<file path="src/rtl/psram_pkg.sv">
// psram_pkg: opcodes and FSM state encoding shared by the SPI PSRAM responder.
package psram_pkg;

  localparam logic [7:0] CMD_READ  = 8'h03;
  localparam logic [7:0] CMD_WRITE = 8'h02;
  localparam logic [7:0] CMD_RDID  = 8'h9F;

  typedef enum logic [2:0] {
    IDLE   = 3'd0,
    CMD    = 3'd1,
    ADDR   = 3'd2,
    READ   = 3'd3,
    WRITE  = 3'd4,
    ID     = 3'd5,
    IGNORE = 3'd6
  } state_t;

endpackage

</file>
<file path="src/rtl/spi_sync_edge.sv">
// spi_sync_edge: 2-flop synchronisers for the SPI pins plus edge pulses.
// Ports:
//   clk, rst          system clock, synchronous active-high reset
//   sck, cs, mosi     raw asynchronous SPI pins
//   sck_rise/sck_fall one-clk pulses on synchronised sck edges
//   cs_sync, cs_fall  synchronised chip select and its falling-edge pulse
//   mosi_sync         synchronised data, aligned with the sck edge pulses
module spi_sync_edge (
  input  logic clk,
  input  logic rst,
  input  logic sck,
  input  logic cs,
  input  logic mosi,
  output logic sck_rise,
  output logic sck_fall,
  output logic cs_sync,
  output logic cs_fall,
  output logic mosi_sync
);

  logic [1:0] sck_ff;
  logic [1:0] cs_ff;
  logic [1:0] mosi_ff;
  logic       sck_prev;
  logic       cs_prev;

  // Reset values are the bus idle levels so no edge is seen coming out of reset.
  always_ff @(posedge clk) begin
    if (rst) begin
      sck_ff   <= 2'b00;
      cs_ff    <= 2'b11;
      mosi_ff  <= 2'b00;
      sck_prev <= 1'b0;
      cs_prev  <= 1'b1;
    end else begin
      sck_ff   <= {sck_ff[0], sck};
      cs_ff    <= {cs_ff[0], cs};
      mosi_ff  <= {mosi_ff[0], mosi};
      sck_prev <= sck_ff[1];
      cs_prev  <= cs_ff[1];
    end
  end

  assign sck_rise  = sck_ff[1] & ~sck_prev;
  assign sck_fall  = ~sck_ff[1] & sck_prev;
  assign cs_sync   = cs_ff[1];
  assign cs_fall   = ~cs_ff[1] & cs_prev;
  assign mosi_sync = mosi_ff[1];

endmodule

</file>
<file path="src/rtl/spi_psram_responder.sv">
// spi_psram_responder: SPI mode-0 responder emulating a PSRAM (read 03,
// write 02, optional read-ID 9F) in front of a byte-wide local memory.
// Optional feature macro: SPI_PSRAM_RESPONDER_READID_EN (builds the 9F path).
// Ports:
//   clk, rst                 system clock, synchronous active-high reset
//   spi_esp32_sck/cs/mosi    SPI inputs (asynchronous to clk)
//   spi_esp32_miso           SPI data out, zero outside READ/ID
//   mem_addr, mem_wdata      local memory address / write byte
//   mem_we, mem_re           one-cycle write / read strobes
//   mem_rdata                read byte, valid one clk after mem_re
//   active                   high while a transaction is in progress
//
// state  | meaning
// IDLE   | waiting for a cs fall
// CMD    | shifting in the 8-bit opcode
// ADDR   | shifting in 24 address bits (also skipped bits for read-ID)
// READ   | streaming memory bytes out, prefetching the next address
// WRITE  | collecting bytes and strobing them into memory
// ID     | streaming MF_ID, KGD_ID, then zeros
// IGNORE | unknown opcode, idle until cs rises
import psram_pkg::*;

module spi_psram_responder #(
  parameter int          ADDR_W = 17,
  parameter logic [7:0]  MF_ID  = 8'h0D,
  parameter logic [7:0]  KGD_ID = 8'h5D
) (
  input  logic              clk,
  input  logic              rst,
  input  logic              spi_esp32_sck,
  input  logic              spi_esp32_cs,
  input  logic              spi_esp32_mosi,
  output logic              spi_esp32_miso,
  output logic [ADDR_W-1:0] mem_addr,
  output logic [7:0]        mem_wdata,
  output logic              mem_we,
  output logic              mem_re,
  input  logic [7:0]        mem_rdata,
  output logic              active
);

  state_t state, state_nxt;

  logic sck_rise, sck_fall, cs_sync, cs_fall, mosi_sync;
  logic rise, fall;

  logic [4:0]        cnt;
  logic [7:0]        cmd_sh;
  logic [6:0]        rx_sh;
  logic [6:0]        tx_sh;
  logic [7:0]        nxt_byte;
  logic              miso_q;
  logic              re_d;
  logic [ADDR_W-1:0] addr;
  logic [1:0]        flush;
  logic              armed;

  logic [7:0]        cmd_byte;
  logic [ADDR_W-1:0] addr_shift;

  spi_sync_edge u_sync (
    .clk       (clk),
    .rst       (rst),
    .sck       (spi_esp32_sck),
    .cs        (spi_esp32_cs),
    .mosi      (spi_esp32_mosi),
    .sck_rise  (sck_rise),
    .sck_fall  (sck_fall),
    .cs_sync   (cs_sync),
    .cs_fall   (cs_fall),
    .mosi_sync (mosi_sync)
  );

  // sck edges only count while the synchronised cs is low
  assign rise = sck_rise & ~cs_sync;
  assign fall = sck_fall & ~cs_sync;

  assign cmd_byte   = {cmd_sh[6:0], mosi_sync};
  assign addr_shift = {addr[ADDR_W-2:0], mosi_sync};

  always_ff @(posedge clk) begin
    if (rst) state <= IDLE;
    else     state <= state_nxt;
  end

  always_comb begin
    state_nxt = state;
    if (cs_sync && state != IDLE) begin
      state_nxt = IDLE;
    end else begin
      case (state)
        IDLE: if (cs_fall && armed) state_nxt = CMD;
        CMD: if (rise && cnt == 5'd7) begin
          if (cmd_byte == CMD_READ || cmd_byte == CMD_WRITE) state_nxt = ADDR;
`ifdef SPI_PSRAM_RESPONDER_READID_EN
          else if (cmd_byte == CMD_RDID) state_nxt = ADDR;
`else
          else if (cmd_byte == CMD_RDID) state_nxt = IGNORE;
`endif
          else state_nxt = IGNORE;
        end
        ADDR: if (rise && cnt == 5'd23) begin
          if (cmd_sh == CMD_READ) state_nxt = READ;
`ifdef SPI_PSRAM_RESPONDER_READID_EN
          else if (cmd_sh == CMD_RDID) state_nxt = ID;
`endif
          else state_nxt = WRITE;
        end
        default: ;
      endcase
    end
  end

`ifdef SPI_PSRAM_RESPONDER_READID_EN
  logic [1:0] id_idx;
`else
  // ID bytes have no consumer when read-ID is compiled out
  logic id_unused;
  assign id_unused = ^{MF_ID, KGD_ID};
`endif

  always_ff @(posedge clk) begin
    if (rst) begin
      cnt       <= '0;
      cmd_sh    <= '0;
      rx_sh     <= '0;
      tx_sh     <= '0;
      nxt_byte  <= '0;
      miso_q    <= 1'b0;
      re_d      <= 1'b0;
      addr      <= '0;
      mem_wdata <= '0;
      mem_we    <= 1'b0;
      mem_re    <= 1'b0;
      flush     <= '0;
      armed     <= 1'b0;
`ifdef SPI_PSRAM_RESPONDER_READID_EN
      id_idx    <= '0;
`endif
    end else begin
      mem_we <= 1'b0;
      mem_re <= 1'b0;
      re_d   <= mem_re;

      // After reset the synchroniser needs two clocks to show the real cs;
      // arming only once cs is seen high keeps a still-low cs from looking
      // like a fresh fall.
      if (flush != 2'd2) flush <= flush + 2'd1;
      else if (cs_sync)  armed <= 1'b1;

      if (mem_we) addr <= addr + 1'b1;
      if (re_d)   nxt_byte <= mem_rdata;

      case (state)
        IDLE: begin
          cnt    <= '0;
          miso_q <= 1'b0;
        end
        CMD: if (rise) begin
          cmd_sh <= cmd_byte;
          cnt    <= (cnt == 5'd7) ? 5'd0 : cnt + 5'd1;
        end
        ADDR: if (rise) begin
          addr <= addr_shift;
          if (cnt == 5'd23) begin
            cnt <= '0;
            if (cmd_sh == CMD_READ) mem_re <= 1'b1;
`ifdef SPI_PSRAM_RESPONDER_READID_EN
            if (cmd_sh == CMD_RDID) begin
              nxt_byte <= MF_ID;
              id_idx   <= 2'd1;
            end
`endif
          end else begin
            cnt <= cnt + 5'd1;
          end
        end
        WRITE: if (rise) begin
          rx_sh <= {rx_sh[5:0], mosi_sync};
          if (cnt == 5'd7) begin
            cnt       <= '0;
            mem_we    <= 1'b1;
            mem_wdata <= {rx_sh, mosi_sync};
          end else begin
            cnt <= cnt + 5'd1;
          end
        end
`ifdef SPI_PSRAM_RESPONDER_READID_EN
        READ, ID: begin
`else
        READ: begin
`endif
          // First rise of each byte fetches the following byte so it is
          // waiting in nxt_byte by the fall after bit 7.
          if (rise) begin
            cnt <= (cnt == 5'd7) ? 5'd0 : cnt + 5'd1;
            if (cnt == 5'd0) begin
              if (state == READ) begin
                addr   <= addr + 1'b1;
                mem_re <= 1'b1;
              end
`ifdef SPI_PSRAM_RESPONDER_READID_EN
              else begin
                nxt_byte <= (id_idx == 2'd1) ? KGD_ID : 8'h00;
                id_idx   <= 2'd2;
              end
`endif
            end
          end
          if (fall) begin
            if (cnt == 5'd0) {miso_q, tx_sh} <= nxt_byte;
            else             {miso_q, tx_sh} <= {tx_sh, 1'b0};
          end
        end
        default: ;
      endcase
    end
  end

`ifdef SPI_PSRAM_RESPONDER_READID_EN
  assign spi_esp32_miso = (state == READ || state == ID) ? miso_q : 1'b0;
`else
  assign spi_esp32_miso = (state == READ) ? miso_q : 1'b0;
`endif

  assign mem_addr = addr;
  assign active   = (state != IDLE);

endmodule

</file>
<file path="config.mk">
export PLATFORM = sky130hd
export DESIGN_NAME = spi_psram_responder
export DESIGN_NICKNAME = d
export VERILOG_FILES = /design/src/rtl/psram_pkg.sv /design/src/rtl/spi_sync_edge.sv /design/src/rtl/spi_psram_responder.sv
export SDC_FILE = /design/constraint.sdc
export NUM_CORES = 1
export LEC_CHECK = 0
export CORE_UTILIZATION = 35
export DETAILED_ROUTE_END_ITERATION = 6
export GPL_ROUTABILITY_DRIVEN = 0
export PLACE_DENSITY = 0.53
export SLEW_MARGIN = 40
export SYNTH_ARGS = -nofsm -noshare
export SYNTH_HDL_FRONTEND = slang
export SYNTH_SLANG_ARGS = --single-unit
export TNS_END_PERCENT = 100
</file>
<file path="constraint.sdc">
create_clock -name clk -period 4.3 [get_ports clk]
set_input_delay 1.29 -clock clk [delete_from_list [all_inputs] [get_ports clk]]
set_output_delay 1.29 -clock clk [all_outputs]
set_load 0.02 [all_outputs]
</file>
======== Word level (Yosys, flattened, before mapping) ========
Index checks and enable logic that the tools add are counted.
operators by class
  $add $sub $neg .......................... 3
  equal/unequal tests ..................... 16
  multiplexer cells ....................... 28
  bitwise operators ....................... 11
  reduce and logical (&&, ||, !) cells .... 22
operators by type and width
  operator                                       count
  2-to-1 mux 17 bit                              4
  case mux 17 bit (2 select lines)               1
  == test 8 x 2 -> 1 bit, second input constant  3
  2-to-1 mux 5 bit                               4
  adder 17 x 1 -> 17 bit, second input constant  1
  2-to-1 mux 3 bit                               5
  case mux 5 bit (3 select lines)                1
  inequality test 2 bit, second input constant   6
  AND reduction 2 bit                            5
  2-to-1 mux 1 bit                               9
  case mux 3 bit (3 select lines)                1
  nonzero test 3 bit                             3
  2-to-1 mux 7 bit                               1
  == test 3 x 2 -> 1 bit, second input constant  2
  NOT 1 bit                                      6
  AND reduction 3 bit                            2
  OR reduction 3 bit                             2
  adder 5 x 1 -> 5 bit, second input constant    1
  bitwise AND 1 bit                              5
  == test 5 x 3 -> 1 bit, second input constant  1
  == test 5 bit, second input constant           1
  zero test 5 bit                                1
  logical AND 1 bit                              4
  case mux 1 bit (2 select lines)                2
  other kinds (9)                                9
word-level totals
  flip-flop bits (word level) ............. 78
  bits of input ports ..................... 13
  output and inout port bits .............. 29

======== Longest topological paths before layout ========
Gate-level depths: netlist of run 1.
  word-level depth ........................ 6
  depth in mapped cells ................... 8
  mapped depth without buffers ............ 7

======== By module ========
From an unflattened synthesis of run 1, not the netlist that was laid out.
second synthesis, totals
  cells, all modules ...................... 475
  area total of the unflattened synthesis .. 4,055.1 sq um
modules (own cells, without submodules)
  module               times used  cells each  area each (sq um)
  spi_psram_responder  1           456         3,826.2
  spi_sync_edge        1           19          229.0

======== Least setup slack after synthesis of run 1 ========
No wires, ideal clock.
  kind .................................... flip-flop to output port
  start ................................... register state[0]
  end ..................................... output spi_esp32_miso
  data arrival time ....................... 1,304 ps
  data required time ...................... 3,010 ps
  path slack .............................. 1,706 ps
  cell stages (with the launch flop) ...... 6
  buffers on the path ..................... 3
  path through ............................ dfxtp_1 clkbuf_1 and3b_1 clkbuf_1 buf_2 and2_1
between the ends
  cells in the longest elaborated chain, start to end .. 2
RTL lines
  item                      RTL line                    text
  start: declaration        spi_psram_responder.sv:42   state_t state, state_nxt;
  start signal: assignment  spi_psram_responder.sv:83   else state <= state_nxt;
  == test 3 x 2 -> 1 bit    spi_psram_responder.sv:223  assign spi_esp32_miso = (state == READ) ? miso_q : 1'b0;
  2-to-1 mux 1 bit          spi_psram_responder.sv:223
  end: declaration          spi_psram_responder.sv:33   output logic spi_esp32_miso,
No other way between the ends.

======== Final worst setup path of run 1 ========
  start ................................... register state[2]
  end ..................................... output spi_esp32_miso
Same word-level chain as after synthesis.

==> out/metrics.cfg, run 1 <==
[status]
outcome = completed

[die]
fp.dieArea_um2 = 12200
core_um2 = 11400
die_h_um = 110
start_util = 0.361
die_x_um = 110
io_pins = 42
placement_rows = 39

[synthesis]
syn_area_per_cell_um2 = 8.47
postSynthCellCount = 486
ys_ff_latch = 78
syn-num-nets = 503
synth_area_um2 = 4120
synth_enable_flop_cells = 0
synth_warnings = 0
synth-main-ff-cell = dfxtp_1
synth_seq_area_share = 0.379
ys_types = 70
postSynth.asyncResetShare = 0

[sta]
relSlewSlack = 0.537
tightest_slew_ps = 691
grt_setup_unrepaired = false
fin_hold_ws_ps = 408
fin_skew_ps = 7.42
fin_crit_sh = 0.761
tns_ps = 0
hold_violations = 0
fmax_mhz = 305
period_minus_slack_ps = 3270
drv_slew = 0
setup_viol = 0

[pwr]
power_density_nw_per_um2 = 334
p_leak_nw = 1.73
finalPower_mw = 1.62
peakVddDrop_uv = 184

[clock_network]
clk_pin_slew_ps = 60
cts_made_buffers = 9
cts_tree = built
cts_max_level = 3
postCtsHoldBufs = 0
post-cts-setup-buffers = 0
ctsResizeCount = 0
numClockSinks = 78
cts_buffer_depth = 2
clkLatencyLatePin_ps = 340
root_buffer = clkbuf_16

[final_layout]
antenna_cells = 0
drive_above_1_share = 0.0813
final_util = 0.426
stdcell_area_um2 = 4860
syn2layout_area_growth_pct = 18.1
fin_nets = 517

[global_routing]
grt_pass1_wl_mm = 16.6
grt_max_degree = 45
grt_usage = 0.166
grt_overflow = 0
grt_pass1_vias = 3232
antenna_found_initial = 0

[worst_setup_path]
endpoint_kind = primary output
path_class = register to primary output
r2r-start = mem_addr[0]
cp-startpoint = state[2]
worstPathArrival_ps = 1980
cp_max_fo = 17
r2r-end = mem_addr[12]
cp.required_ps = 3010
reg2regPathDepth = 6
startpoint_type = register
reg2reg_slack_ps = 1810

[route]
drtAntennaViolNets = 0
via_per_inst = 5.57
wl_per_cell_um = 15.3
drt_first_pass_iters = 5
drc = 0
vias = 3607
postRouteWirelength_mm = 9.90
dr.first_iter.drc_count = 303

[min_path]
holdCritPathClass = register to register
hp-start = u_sync.cs_ff[0]
holdPathStages = 1
worstHoldEndpoint = u_sync.cs_ff[1]

[run]
maxCapViolCount = 0

[placed_design]
hpwlAfterDp_mm = 6.54
dpl_cell_area_um2 = 4560
io_buffers = 41

==> placed cells by master, fill, tap and decap left out, drive strengths merged, types with 3 or more instances in the layout <==
| cell | n |
|---|---|
| or3 | 4 |
| a211oi | 4 |
| and4 | 3 |
| nand3 | 14 |
| a22oi | 7 |
| ha | 4 |
| o31ai | 9 |
| nor4 | 11 |
| mux2i | 33 |
| nand2 | 28 |
| o211ai | 6 |
| o21ai | 12 |
| nor2 | 78 |
| o221ai | 3 |
| xor2 | 5 |
| dfxtp | 78 |
| clkdlybuf4s50 | 40 |
| inv | 11 |
| nor3 | 13 |
| xnor2 | 11 |
| nor2b | 8 |
| or2 | 5 |
| a221oi | 3 |
| buf | 5 |
| nor4b | 6 |
| nand4 | 5 |
| a21oi | 29 |
| o22ai | 4 |
| a31oi | 8 |
| clkbuf | 11 |
==> final cells by class <==
type	count	area (um^2)
Inverter	11	41.3
Tap cell	143	179
Clock inverter	4	72.6
Sequential cell	78	1560
Clock buffer	11	233
Multi-Input combinational cell	355	2340
Timing Repair Buffer	45	435
Fill cell	1173	6560
==> how the worst max path moves through the flow <==
stage / end / slack [ps] / cells after the start
6_report: spi_esp32_miso / 1030 / 3
5_1_grt: active / 950 / 3
4_1_cts: spi_esp32_miso / 1020 / 3
3_5_place_dp: spi_esp32_miso / 1390 / 3
3_3_place_gp: spi_esp32_miso / 1410 / 3
2_1_floorplan: spi_esp32_miso / 1710 / 5
==> stage by stage <==
stage | setup WS (ps) | std cells
2_1_floorplan | 1710 | 486
3_3_place_gp | 1410 | 632
3_5_place_dp | 1390 | 632
4_1_cts | 1020 | 647
5_1_grt | 947 | 647
6_report | 1030 | 647
==> power by group <==
group	switching [mW]	internal, mW	leakage [nW]
logic	0.0407	0.0345	0.955
clock network	0.296	0.505	0.146
registers	0.00987	0.739	0.630
==> synth_stat cells, types with 8 or more instances <==
master,number,share of area
nand3_1,12,0.015
a31oi_1,8,0.012
buf_2,15,0.018
dfxtp_1,78,0.38
o31ai_1,9,0.016
xnor2_1,11,0.023
nor2_1,78,0.071
clkbuf_1,21,0.019
nor2b_1,8,0.012
o21ai_0,10,0.012
inv_1,11,0.010
nand2_1,28,0.026
a21oi_1,28,0.034
mux2i_1,33,0.080
nor3_1,13,0.016
==> cells by family after synthesis <==
logic type               Yosys count  synth area share
AO/OA/AOI/OAI                    109             0.180
XOR/XNOR                          16            0.0340
adder cells (fa/ha/maj)            5            0.0149
buffers and inverters             53            0.0547
flip-flops                        78             0.379
multiplexers                      33            0.0802
AND/OR/NAND/NOR                  192             0.256
==> flip-flops by register name (all words and copies together) (netlist names), 2 cells and up <==
name            count
mem_addr           17
cmd_sh              8
mem_wdata           8
nxt_byte            8
rx_sh               7
tx_sh               7
cnt                 5
state               3
flush               2
u_sync.cs_ff        2
u_sync.mosi_ff      2
u_sync.sck_ff       2
==> worst max-delay path, cell delays in order (launching register included) <==
cell and delay, ps:
dfxtp_1 700, and3b_1 260, and2_1 160, clkdlybuf4s50_1 530
==> routing by layer <==
layer,vias to the layer above,track usage,share of wire
li1,1788,-,-
met1,1722,0.220,0.48
met2,88,0.261,0.46
met3,9,0.0439,0.048
met4,0,0.0498,0.011
met5,-,0,0
No activity file was read; power rests on OpenSTA's default activity.
==> inputs of run 2 (changes only) <==
Settings changed: PLACE_DENSITY 0.53 to 0.54.
Clock period 4.3 ns to 2.9 ns, I/O delays scaled along.
==> out/metrics.cfg, run 2 (same netlist as run 1, synthesis figures left out) <==
[pwr]
p_leak_nw = 1.77
combPwrFrac = 0.049
internal_power_mw = 1.82
p_sw_frac = 0.233
pwr-share-clk = 0.483
pwr-share-seq = 0.468
netSwitchingPower_uw = 551
peakVddDrop_uv = 354
power_density_nw_per_um2 = 482

[min_path]
holdCritPathClass = register to register

[worst_setup_path]
path_class = register to primary output
cp.required_ps = 2030
critical_path.max_stage_delay_ps = 640
worstPathArrival_ps = 1840
slowest_stage = clkdlybuf4s50_1
cp_max_fo = 10
endpoint_kind = primary output
path_buf_inv = 2
path_delay_family = buffers and inverters
crit_chain = buf_4, nor2_1, nand2_1, clkdlybuf4s50_1
startpoint_type = register

[clock_network]
ctsResizeCount = 0
cts_buffer_depth = 2
cts_max_level = 3
numClockSinks = 78
cts_made_buffers = 9
postCtsHoldBufs = 0
cts_tree = built
clkLatencyLatePin_ps = 340
root_buffer = clkbuf_16
post-cts-setup-buffers = 0
clk_pin_slew_ps = 60

[final_layout]
drive_above_1_share = 0.0977
antenna_cells = 0
largest_reg_flops = 17
nFillCells = 1196
fin_nets = 524
layout_common_cells = 78 x nor2_1, 78 x dfxtp_1, 40 x clkdlybuf4s50_1, 33 x mux2i_1
syn2layout_area_growth_pct = 19.4

[sta]
tns_ps = 0
relSlewSlack = 0.538
fmax_mhz = 369
tightest_slew_ps = 690
fin_hold_ws_ps = 407
fin_skew_ps = 6.48
period_minus_slack_ps = 2710
setup_viol = 0
fin_crit_sh = 0.934
hold_violations = 0
grt_setup_unrepaired = false
drv_slew = 0

[route]
via_per_inst = 5.58
drt_first_pass_iters = 5
vias = 3653
dr.first_iter.drc_count = 247
wl_per_cell_um = 15.6
drtAntennaViolNets = 0
postRouteWirelength_mm = 10.2
drc = 0

[die]
fp.dieArea_um2 = 12200
die_h_um = 110
placement_rows = 39
start_util = 0.361
core_um2 = 11400
die_x_um = 110
io_pins = 42

[global_routing]
antenna_found_initial = 0
grt_overflow = 0
grt_pass1_vias = 3439
grt_usage = 0.167
grt_max_degree = 61
grt_pass1_wl_mm = 16.6

[placed_design]
hpwlAfterDp_mm = 6.79
io_buffers = 41

[status]
outcome = completed

[run]
maxCapViolCount = 0

run 2: layer usage:
metal	part of all wire	global-route usage
met5	0	0
met3	0.049	0.0434
met2	0.47	0.267
met4	0.016	0.0720
met1	0.46	0.213
run 2: power by group through the flow:
stage	sequential (mW)	clock (mW)	combinational (mW)
4_1_cts	1.11	1.18	0.119
5_1_grt	1.11	1.21	0.138
2_1_floorplan	1.13	0	0.0822
6_report	1.11	1.14	0.117
3_5_place_dp	1.13	0	0.118
3_3_place_gp	1.13	0	0.113
run 2: worst paths after layout:
path                         from  cells past startpoint  slack, ps         endpoint
hold reg to reg   u_sync.cs_ff[0]                      1        410  u_sync.cs_ff[1]
setup / recovery         state[0]                      4        190           active
setup reg to reg      mem_addr[0]                      6        610     mem_addr[12]
hold / removal    u_sync.cs_ff[0]                      1        410  u_sync.cs_ff[1]
run 2: metrics by stage:
step	cell area, um^2	cells	worst slack [ps]	util	power, mW
2_1_floorplan	4120	486	726	-	1.21
3_3_place_gp	4610	639	583	0.404	1.24
3_5_place_dp	4610	639	566	0.404	1.25
4_1_cts	4910	655	173	0.430	2.41
5_1_grt	4920	655	86.7	0.431	2.46
6_report	4920	655	190	0.431	2.37
run 2: area by class of cell:
cell class	count	area, um^2	share of cell area
repair buffers	52	500	0.102
well taps	143	179	0.0364
flip-flops and latches	78	1560	0.317
clock inverters	7	72.6	0.0148
inverters	11	41.3	0.00839
multi-input cells	355	2340	0.475
clock buffers	9	225	0.0458
==> inputs of run 3 (changes only) <==
Settings changed: CORE_UTILIZATION 35 to 51, HOLD_SLACK_MARGIN set to 0.1, PLACE_DENSITY 0.54 to 0.75.
==> out/metrics.cfg, run 3 (same netlist as run 1, synthesis figures left out) <==
[die]
die_h_um = 91.9
die_x_um = 91.9
placement_rows = 32
io_pins = 42
start_util = 0.530
fp.dieArea_um2 = 8440
core_um2 = 7770

[sta]
hold_violations = 0
tightest_slew_ps = 766
fmax_mhz = 367
drv_slew = 0
period_minus_slack_ps = 2720
fin_crit_sh = 0.939
fin_ws_ps = 178
fin_hold_ws_ps = 412
tns_ps = 0
fin_skew_ps = 11.3
setup_viol = 0
grt_setup_unrepaired = false
relSlewSlack = 0.487

[global_routing]
grt_max_degree = 43
grt_pass1_wl_mm = 15.7
grt_usage = 0.232
grt_pass1_vias = 3351
grt_overflow = 0
antenna_found_initial = 0

[pwr]
netSwitchingPower_uw = 498
internal_power_mw = 1.63
p_leak_nw = 1.72
finalPower_mw = 2.13
p_sw_frac = 0.234
power_density_nw_per_um2 = 447
pwr-share-seq = 0.520
peakVddDrop_uv = 387
pwr-share-clk = 0.424
combPwrFrac = 0.056

[worst_setup_path]
critical_path.max_stage_delay_ps = 600
path_buf_inv = 1
reg2reg_slack_ps = 540
path_delay_family = buffers and inverters
cp.required_ps = 2030
startpoint_type = register
endpoint_kind = primary output
r2r-end = mem_addr[12]
cp-startpoint = state[1]
slowest_stage = clkdlybuf4s50_1
crit_end = spi_esp32_miso
cp_max_fo = 12
crit_chain = and3b_1, and2_1, clkdlybuf4s50_1
reg2regPathDepth = 6
crit_cells = 3
worstPathArrival_ps = 1850
path_class = register to primary output
r2r-start = mem_addr[0]

[clock_network]
ctsResizeCount = 0
clkLatencyLatePin_ps = 350
post-cts-setup-buffers = 0
cts_made_buffers = 9
postCtsHoldBufs = 0
clk_pin_slew_ps = 80
cts_buffer_depth = 2
cts_max_level = 3
root_buffer = clkbuf_8
cts_tree = built
numClockSinks = 78

[final_layout]
stdcell_area_um2 = 4770
antenna_cells = 0
fin_cells = 613
syn2layout_area_growth_pct = 15.7
fin_nets = 524
layout_common_cells = 78 x nor2_1, 78 x dfxtp_1, 40 x clkdlybuf4s50_1, 33 x mux2i_1
largest_reg_flops = 17
final_util = 0.614
drive_above_1_share = 0.0959

[min_path]
holdCritPathClass = register to register

[placed_design]
hpwlAfterDp_mm = 6.15
place_inst = 598
place_ws_ps = 570
io_buffers = 41
dpl_cell_area_um2 = 4550

[run]
maxCapViolCount = 0

[status]
outcome = completed

[route]
dr.first_iter.drc_count = 253
postRouteWirelength_mm = 9.45
drc = 0
via_per_inst = 6.08
vias = 3728
wl_per_cell_um = 15.4
drtAntennaViolNets = 0
drt_first_pass_iters = 5

==> run 3: cell types whose count changed in the layout (fill, tap and decap cells not counted), sizes merged <==
| cell | delta |
|---|---|
| bufinv | +1 |
| clkinv | -2 |
==> run 3: cell type report <==
cell class / instances / area (um^2)
Clock buffer: 9 / 124
Clock inverter: 6 / 92.6
Fill cell: 697 / 3000
Inverter: 11 / 41.3
Multi-Input combinational cell: 355 / 2330
Sequential cell: 78 / 1560
Tap cell: 102 / 128
Timing Repair Buffer: 52 / 488
==> run 3: routing by layer <==
metal | part of all wire | routed length (um) | GRT usage | vias up
li1 | - | - | - | 1804
met1 | 0.43 | 4100 | 0.298 | 1734
met2 | 0.48 | 4490 | 0.373 | 172
met3 | 0.073 | 693 | 0.0489 | 18
met4 | 0.018 | 173 | 0.107 | 0
met5 | 0 | 0 | 0 | -
==> run 3: worst register-to-register path, cell delays in order, from the launching register on <==
cell,delay (ps)
dfxtp_1,510
ha_1,290
nand3_1,340
or3_1,560
nor4b_1,250
o21ai_0,120
a41oi_1,220
==> run 3: worst min path at each step <==
stage                            to  cells after the start             from
floorplan           u_sync.cs_ff[1]                      1  u_sync.cs_ff[0]
global placement    u_sync.cs_ff[1]                      1  u_sync.cs_ff[0]
detailed placement  u_sync.cs_ff[1]                      1  u_sync.cs_ff[0]
CTS                 u_sync.cs_ff[1]                      1  u_sync.cs_ff[0]
global route        u_sync.cs_ff[1]                      1  u_sync.cs_ff[0]
finish              u_sync.cs_ff[1]                      1  u_sync.cs_ff[0]
==> run 3: power by group through the flow <==
stage               clock, mW  sequential [mW]  combinational [mW]
global placement            0             1.13               0.109
global route            0.975             1.11               0.132
finish                  0.902             1.11               0.119
floorplan                   0             1.13              0.0822
detailed placement          0             1.13               0.116
CTS                     0.919             1.11               0.121
